===== src/rtl/if_pc_pkg.sv =====
// Shared types and defaults for the fetch-stage program counter.
// Optional exception redirect is controlled by the IF_PC_EXC_EN macro
// in the files that import this package.
package if_pc_pkg;

  // Fetch sequencing states: reset, normal fetch, stalled with a redirect pending.
  typedef enum logic [1:0] {
    RST_S  = 2'd0,
    RUN_S  = 2'd1,
    HOLD_S = 2'd2
  } pc_state_e;

  localparam logic [31:0] PC_RESET_VEC = 32'hBFC0_0000;
  localparam int          PC_STEP      = 4;

  // Number of low PC bits that must be zero for an aligned fetch.
  function automatic int pc_align_w(input int step);
    int w;
    w = 0;
    while ((1 << w) < step) w = w + 1;
    return w;
  endfunction

  localparam int PC_ALIGN_W = pc_align_w(PC_STEP);

endpackage


===== src/rtl/if_pc_redirect_buf.sv =====
// Pending-redirect buffer: remembers the most recent branch target that
// arrived while fetch was stalled. Load wins over clear if both are asserted.
module if_pc_redirect_buf
  import if_pc_pkg::*;
#(
  parameter int ADDR_W = 32
) (
  input  logic              clk,
  input  logic              rst,
  input  logic              load,
  input  logic              clear,
  input  logic [ADDR_W-1:0] target,
  output logic              pend_valid,
  output logic [ADDR_W-1:0] pend_target
);

  logic              valid_reg;
  logic [ADDR_W-1:0] target_reg;

  // Capture a new target on load (last one wins), drop it on clear or reset.
  always_ff @(posedge clk) begin
    if (rst) begin
      valid_reg  <= 1'b0;
      target_reg <= '0;
    end else if (load) begin
      valid_reg  <= 1'b1;
      target_reg <= target;
    end else if (clear) begin
      valid_reg  <= 1'b0;
      target_reg <= '0;
    end
  end

  assign pend_valid  = valid_reg;
  assign pend_target = target_reg;

endmodule


===== src/rtl/if_pc_gen.sv =====
// Fetch-stage program counter: sequential fetch, stall hold, branch/jump
// redirect, and buffering of branches that arrive during a stall.
// Define IF_PC_EXC_EN to add the exception redirect ports and logic.
module if_pc_gen
  import if_pc_pkg::*;
#(
  parameter int                ADDR_W    = 32,
  parameter logic [ADDR_W-1:0] RESET_VEC = ADDR_W'(PC_RESET_VEC),
  parameter int                STEP      = PC_STEP   // power of two
) (
  input  logic              clk,
  input  logic              rst,
  input  logic              if_stall_i,
  input  logic              if_br_taken_i,
  input  logic [ADDR_W-1:0] if_br_target_i,
`ifdef IF_PC_EXC_EN
  input  logic              if_exc_i,
  input  logic [ADDR_W-1:0] if_exc_vec_i,
`endif
  output logic              if_pc_ce_o,
  output logic [ADDR_W-1:0] if_cur_pc_o,
  output logic [ADDR_W-1:0] if_next_pc_o,
  output logic              if_redirect_o,
  output logic              if_misalign_o
);

  localparam int ALIGN_W = pc_align_w(STEP);

  pc_state_e         state_reg, state_next;
  logic [ADDR_W-1:0] pc_reg, pc_next;
  logic              ce_reg, ce_next;
  logic              redirect_reg, redirect_next;
  logic [ADDR_W-1:0] pc_seq;

  logic              buf_load, buf_clear;
  logic              buf_valid;
  logic [ADDR_W-1:0] buf_target;

  // Sequential successor wraps naturally at the top of the address space.
  assign pc_seq = pc_reg + ADDR_W'(STEP);

  if_pc_redirect_buf #(
    .ADDR_W (ADDR_W)
  ) u_redirect_buf (
    .clk         (clk),
    .rst         (rst),
    .load        (buf_load),
    .clear       (buf_clear),
    .target      (if_br_target_i),
    .pend_valid  (buf_valid),
    .pend_target (buf_target)
  );

  // State register.
  always_ff @(posedge clk) begin
    if (rst) state_reg <= RST_S;
    else     state_reg <= state_next;
  end

  // Next-state: enter HOLD_S on a stalled branch, leave it on stall release
  // (or immediately on an exception).
  always_comb begin
    state_next = state_reg;
    case (state_reg)
      RST_S: state_next = RUN_S;
      RUN_S: begin
`ifdef IF_PC_EXC_EN
        if (if_exc_i) state_next = RUN_S;
        else
`endif
        if (if_br_taken_i && if_stall_i) state_next = HOLD_S;
      end
      HOLD_S: begin
`ifdef IF_PC_EXC_EN
        if (if_exc_i) state_next = RUN_S;
        else
`endif
        if (!if_stall_i) state_next = RUN_S;
      end
      default: state_next = RST_S;
    endcase
  end

  // Output/datapath decode: choose the next PC and drive the buffer controls.
  always_comb begin
    pc_next       = pc_reg;
    ce_next       = ce_reg;
    redirect_next = 1'b0;
    buf_load      = 1'b0;
    buf_clear     = 1'b0;
    case (state_reg)
      RST_S: begin
        pc_next   = RESET_VEC;
        ce_next   = 1'b1;
        buf_clear = 1'b1;
      end
      RUN_S: begin
`ifdef IF_PC_EXC_EN
        if (if_exc_i) begin
          pc_next       = if_exc_vec_i;
          redirect_next = 1'b1;
          buf_clear     = 1'b1;
        end else
`endif
        if (if_br_taken_i) begin
          if (if_stall_i) begin
            buf_load = 1'b1;
          end else begin
            pc_next       = if_br_target_i;
            redirect_next = 1'b1;
          end
        end else if (!if_stall_i) begin
          pc_next = pc_seq;
        end
      end
      HOLD_S: begin
`ifdef IF_PC_EXC_EN
        if (if_exc_i) begin
          pc_next       = if_exc_vec_i;
          redirect_next = 1'b1;
          buf_clear     = 1'b1;
        end else
`endif
        if (if_stall_i) begin
          buf_load = if_br_taken_i;
        end else begin
          // A live branch in the release cycle is younger than the buffered one.
          buf_clear = 1'b1;
          if (if_br_taken_i) begin
            pc_next       = if_br_target_i;
            redirect_next = 1'b1;
          end else if (buf_valid) begin
            pc_next       = buf_target;
            redirect_next = 1'b1;
          end else begin
            pc_next = pc_seq;
          end
        end
      end
      default: begin
        pc_next = pc_reg;
      end
    endcase
  end

  // PC, chip enable and redirect pulse are registered together.
  always_ff @(posedge clk) begin
    if (rst) begin
      pc_reg       <= '0;
      ce_reg       <= 1'b0;
      redirect_reg <= 1'b0;
    end else begin
      pc_reg       <= pc_next;
      ce_reg       <= ce_next;
      redirect_reg <= redirect_next;
    end
  end

  assign if_pc_ce_o    = ce_reg;
  assign if_cur_pc_o   = pc_reg;
  assign if_next_pc_o  = pc_seq;
  assign if_redirect_o = redirect_reg;

  // Alignment flag only; a byte step has no alignment requirement.
  generate
    if (ALIGN_W > 0) begin : g_misalign
      assign if_misalign_o = |pc_reg[ALIGN_W-1:0];
    end else begin : g_no_misalign
      assign if_misalign_o = 1'b0;
    end
  endgenerate

endmodule


===== config.mk =====
export PLATFORM = sky130hd
export DESIGN_NAME = if_pc_gen
export DESIGN_NICKNAME = d
export VERILOG_FILES = /design/src/rtl/if_pc_pkg.sv /design/src/rtl/if_pc_redirect_buf.sv /design/src/rtl/if_pc_gen.sv
export SDC_FILE = /design/constraint.sdc
export NUM_CORES = 1
export LEC_CHECK = 0
export BUFFER_PORTS_ARGS = -buffer_cell sky130_fd_sc_hd__buf_2
export CORE_MARGIN = 2
export CORE_UTILIZATION = 53
export DETAILED_ROUTE_END_ITERATION = 12
export PLACE_DENSITY_LB_ADDON = 0.3
export SYNTH_ARGS = -nofsm -noshare
export SYNTH_HDL_FRONTEND = slang
export SYNTH_SLANG_ARGS = --single-unit

===== constraint.sdc =====
create_clock -name clk -period 3 [get_ports clk]
set_input_delay 0.3 -clock clk [delete_from_list [all_inputs] [get_ports clk]]
set_output_delay 0.3 -clock clk [all_outputs]
set_load 0.01 [all_outputs]

Word level (Yosys, flattened, before mapping). Cells that the tools add are included.

Flip-flop bits (word level): 69. Bits of input ports: 36. Output and inout port bits: 67.

Add/sub/neg operators: 1. Eq/ne operators: 5. Mux-type cells: 25. Reduce and logical (&&, ||, !) cells: 7.

Operators by type and width (count): $mux 32 (8); $pmux 32 s3 (1); $add 32x3->32 const B (1); $mux 1 (10); $ne 2x2->1 const B (3); $pmux 1 s2 (3); $pmux 2 s3 (1); $mux 2 (2); $reduce_and 3->1 (1); $reduce_bool 3->1 (1); $eq 2x1->1 const B (1); $eq 2x2->1 const B (1); $logic_not 2->1 (1); $reduce_and 2->1 (1); $reduce_bool 2->1 (1); $reduce_or 2->1 (1); $logic_and 1x1->1 (1).

Depth between registers and ports, before layout.
Depth after elaboration: 5. Gate-level depth with buffers: 11. Gate-level depth less buffers: 8.

By module. From an unflattened synthesis, not the netlist that was laid out.

Cells, all modules: 571. Area, all modules: 4580.6 sq um.

By module, submodules not included: if_pc_gen (times used 1, cells an instance 423, area an instance 3057.9 sq um); if_pc_redirect_buf (times used 1, cells an instance 148, area an instance 1522.7 sq um).

Worst setup path before layout. OpenSTA, ideal clock, no wires.

Path type: register -> register. From: reg state_reg[0]. To: reg pc_reg[16], in the netlist if_cur_pc_o[16]. Setup time: 0.062 ns. Arrival time: 2.147 ns. Required time: 2.938 ns. Path slack: 0.791 ns. Cell stages (with the launch flop): 11. Period minus slack after synthesis: 2.209 ns. Path through: dfxtp_1 inv_1 ha_1 buf_2 o21ai_4 o31ai_2 or3_1 buf_2 a211oi_2 or3b_1 nand3_1.

Word-level cells in the longest chain between the ends: 3.

Ends and longest elaborated chain: start, declared (line if_pc_gen.sv:29) `pc_state_e state_reg, state_next;`; start signal, assigned (line if_pc_gen.sv:57) `else state_reg <= state_next;`; $eq 2x1->1 (tied with other cells) (line if_pc_gen.sv:91) `case (state_reg)`; $ne 2x2->1 (no line) or $reduce_bool 3->1 (tied branches); $reduce_and 3->1 (no line); end signal, assigned (line if_pc_gen.sv:153) `pc_reg <= pc_next;`; end, declared (line if_pc_gen.sv:30) `logic [ADDR_W-1:0] pc_reg, pc_next;`.

Parallel ways exist; a longest one is shown, timed or not. A chain may end at the register's enable or synchronous reset.

Worst setup path after layout.
From: reg pc_reg[2], in the netlist if_cur_pc_o[2]. To: out if_next_pc_o[28].

Word-level cells in the longest chain between the ends: 1.

Ends and longest elaborated chain: $add 32x3->32 (line if_pc_gen.sv:40) `assign pc_seq = pc_reg + ADDR_W'(STEP);`; end, declared (line if_pc_gen.sv:22) `output logic [ADDR_W-1:0] if_next_pc_o,`.

No other way between the ends.

==> metrics.csv <==
stage,metric,value,unit
outcome,outcome,finished clean,
logic_synthesis,postSynthAreaPerCell,7.89,µm²
timing,skew,0.0126,ns
cells_and_area,final_common_cell,buf_2,
logic_synthesis,postSynth.asyncResetShare,0,
cts,hold_buffers,0,
global_route,grt_pass1_wl,19600,µm
cts,cts_buffer_depth,2,
critical_path,cp_slowest_stage_delay,0.45,ns
cts,h-tree-depth,3,
routing,drt_first_pass_iters,6,
placement,dp_slack,0.496,ns
cells_and_area,num_antenna_cells,0,
timing,tightest_slew,0.776,ns
routing,drtIter0Drc,498,
critical_path,r2r_end,if_cur_pc_o[16],
cts,cts_buffers,9,
critical_path,critical_path.endpoint_type,output pin,
cts,cts_tree,built,
critical_path,path_class,flip-flop to output pin,
timing,fin_crit,2.73,ns
logic_synthesis,yosys_warnings,0,
timing,setup_tns,0,ns
pwr,vdd.ir_drop.worst,0.377,mV
floorplanning,die_y,90.8,µm
global_route,busiest_layer,met2,
routing,drc_errors,0,
pwr,p_per_area,540,nW/µm²
min_path,holdPathEnd,u_redirect_buf.pend_target[16],
cts,cts_sinks,69,
critical_path,r2r-start,state_reg[1],
logic_synthesis,synth-seq-area-share,0.346,
global_route,met3_usage,0.0584,
floorplanning,row_count,31,
routing,drtAntennaViolNets,0,
global_route,antenna_found_initial,0,
cells_and_area,areaGrowthSynthToFinish,19.7,%
logic_synthesis,synthFlopType,dfxtp_1,
cts,cts_resized,0,
pwr,leakage,2.04,nW
floorplanning,ioPinCount,103,
logic_synthesis,synthCells,506,
timing,drv_slew,0,
logic_synthesis,synth_edf_count,0,
critical_path,critPathLaunchType,flip-flop,
critical_path,worstPathRequired,2.70,ns
cells_and_area,layout.cells.most_common_list,"buf_2 (102), nor2_1 (73), dfxtp_1 (69)",
critical_path,path_max_fanout,7,
timing,timing.fmax,0.366,GHz
placement,gp_congestion,0.889,
global_route,grt_pass1_vias,4084,
placement,port_buffers,102,
timing,worst_slack,0.271,ns
floorplanning,die-area,8240,µm²
floorplanning,initial_utilization,0.548,
cts,postCtsSetupRepairBufs,0,
global_route,track_usage,0.290,
placement,hpwlAfterDp,8690,µm
timing,rsz0062_at_grt,false,
timing,finalSetupViolCount,0,
cells_and_area,finalNetCount,638,
floorplanning,die_w,90.8,µm
min_path,hp-class,primary input to flip-flop,
min_path,hp-start,if_br_target_i[16],
global_route,overflow,0,
cts,clockRootBuffer,clkbuf_8,
logic_synthesis,synth.distinct_cells,57,
cells_and_area,drive_gt1_frac,0.238,
timing,fin_crit_sh,0.910,
global_route,met2_usage,0.445,
logic_synthesis,synthesis.nets,547,
logic_synthesis,syn_area,3990,µm²
critical_path,reg2regPathDepth,8,
global_route,grtUsageMet1,0.394,
global_route,grt_max_degree,36,
min_path,hold_depth,3,
timing,final-hold-violation-count,0,
logic_synthesis,synth_seq_cells,69,
routing,routedWlPerCell,17.5,µm
timing,max-slew-margin-rel,0.483,
flow_run,maxCapViolCount,0,
critical_path,r2r_setup_slack,0.41,ns
critical_path,arrival,2.43,ns
critical_path,path_cells,"ha_1, nand3_1, nor4_4, and2_0, nand2_1, xnor2_1, buf_2",
cts,clock_latency,0.35,ns
critical_path,worst_path_max_delay_cell,dfxtp_1,
floorplanning,coreArea,7290,µm²
routing,via_per_inst,6.33,
routing,vias,4432,
routing,wl,12200,µm
cts,clk_pin_slew_worst_paths,0.07,ns
==> cells in the mapped netlist (5+ instances only) <==
master / instances / area [µm²]
dfxtp_1: 69 / 1380
inv_1: 14 / 52.6
xnor2_1: 21 / 184
and3_1: 5 / 31.3
nand2_1: 36 / 135
nand3_1: 16 / 80.1
nor3_1: 10 / 50.1
a21oi_1: 32 / 160
xor2_1: 7 / 61.3
nand4_1: 10 / 62.6
o21ai_0: 36 / 180
ha_1: 5 / 62.6
a22oi_1: 40 / 300
a31oi_1: 9 / 56.3
a222oi_1: 13 / 130
a2bb2oi_1: 9 / 78.8
nor2_1: 74 / 278
nor2b_1: 7 / 43.8
a211oi_1: 5 / 37.5
clkbuf_1: 30 / 113
==> logic make-up (layout without fill, tap and decap cells) <==
group                    count (synthesis)  count (layout)  synth area share
multiplexers                             1               1           0.00251
buffers and inverters                   51             146            0.0526
XOR/XNOR                                28              28            0.0614
AO/OA/AOI/OAI                          168             168             0.293
adder cells (fa/ha/maj)                  5               5            0.0157
AND/OR/NAND/NOR                        184             184             0.229
flip-flops                              69              69             0.346
==> layout make-up <==
cell class | count | area, µm²
tap | 99 | 124
inverter | 14 | 52.6
multi-input combinational | 386 | 2410
clock buffer | 14 | 163
fill | 662 | 2510
timing repair buffer | 117 | 623
clock inverter | 1 | 30.0
sequential | 69 | 1380
==> power by group <==
group / internal (mW) / switching, mW
sequential: 0.979 / 0.0869
combinational: 0.291 / 0.457
clock: 0.427 / 0.341
==> worst max-delay path by stage <==
| stage | start | end | slack [ns] | depth (start not counted) |
|---|---|---|---|---|
| final | if_cur_pc_o[2] | if_next_pc_o[28] | 0.27 | 7 |
| after CTS | if_cur_pc_o[2] | if_next_pc_o[28] | 0.27 | 7 |
| after detailed placement | state_reg[1] | if_cur_pc_o[16] | 0.50 | 8 |
| after floorplan | state_reg[0] | if_cur_pc_o[16] | 0.79 | 10 |
| after global placement | state_reg[1] | if_cur_pc_o[16] | 0.64 | 8 |
| after global routing | if_cur_pc_o[2] | if_next_pc_o[28] | 0.1 | 7 |
==> routing by layer <==
| metal | vias to the layer above | wire length [µm] |
|---|---|---|
| li1 | 2048 | - |
| met1 | 2087 | 5090 |
| met2 | 260 | 5610 |
| met3 | 37 | 1250 |
| met4 | 0 | 281 |
| met5 | - | 0 |
==> metrics by stage <==
stage / std cells / instance area (µm²) / power, mW / utilization / hold slack [ns]
2_1_floorplan: 506 / 3990 / 1.55 / - / 0.431
3_3_place_gp: 685 / 4590 / 1.80 / 0.629 / 0.447
3_5_place_dp: 685 / 4590 / 1.82 / 0.629 / 0.464
4_1_cts: 700 / 4780 / 2.57 / 0.655 / 0.207
5_1_grt: 700 / 4780 / 2.70 / 0.655 / 0.219
6_report: 700 / 4780 / 2.58 / 0.655 / 0.216
==> worst max-delay path: cells and delay by family (launching register included) <==
family                   cells  cell delay (ns)
XOR/XNOR                     1             0.15
AND/OR/NAND/NOR              4             1.12
flip-flops                   1             0.45
buffers and inverters        1             0.15
adder cells (fa/ha/maj)      1             0.22
(Power assumes the default switching activity.)
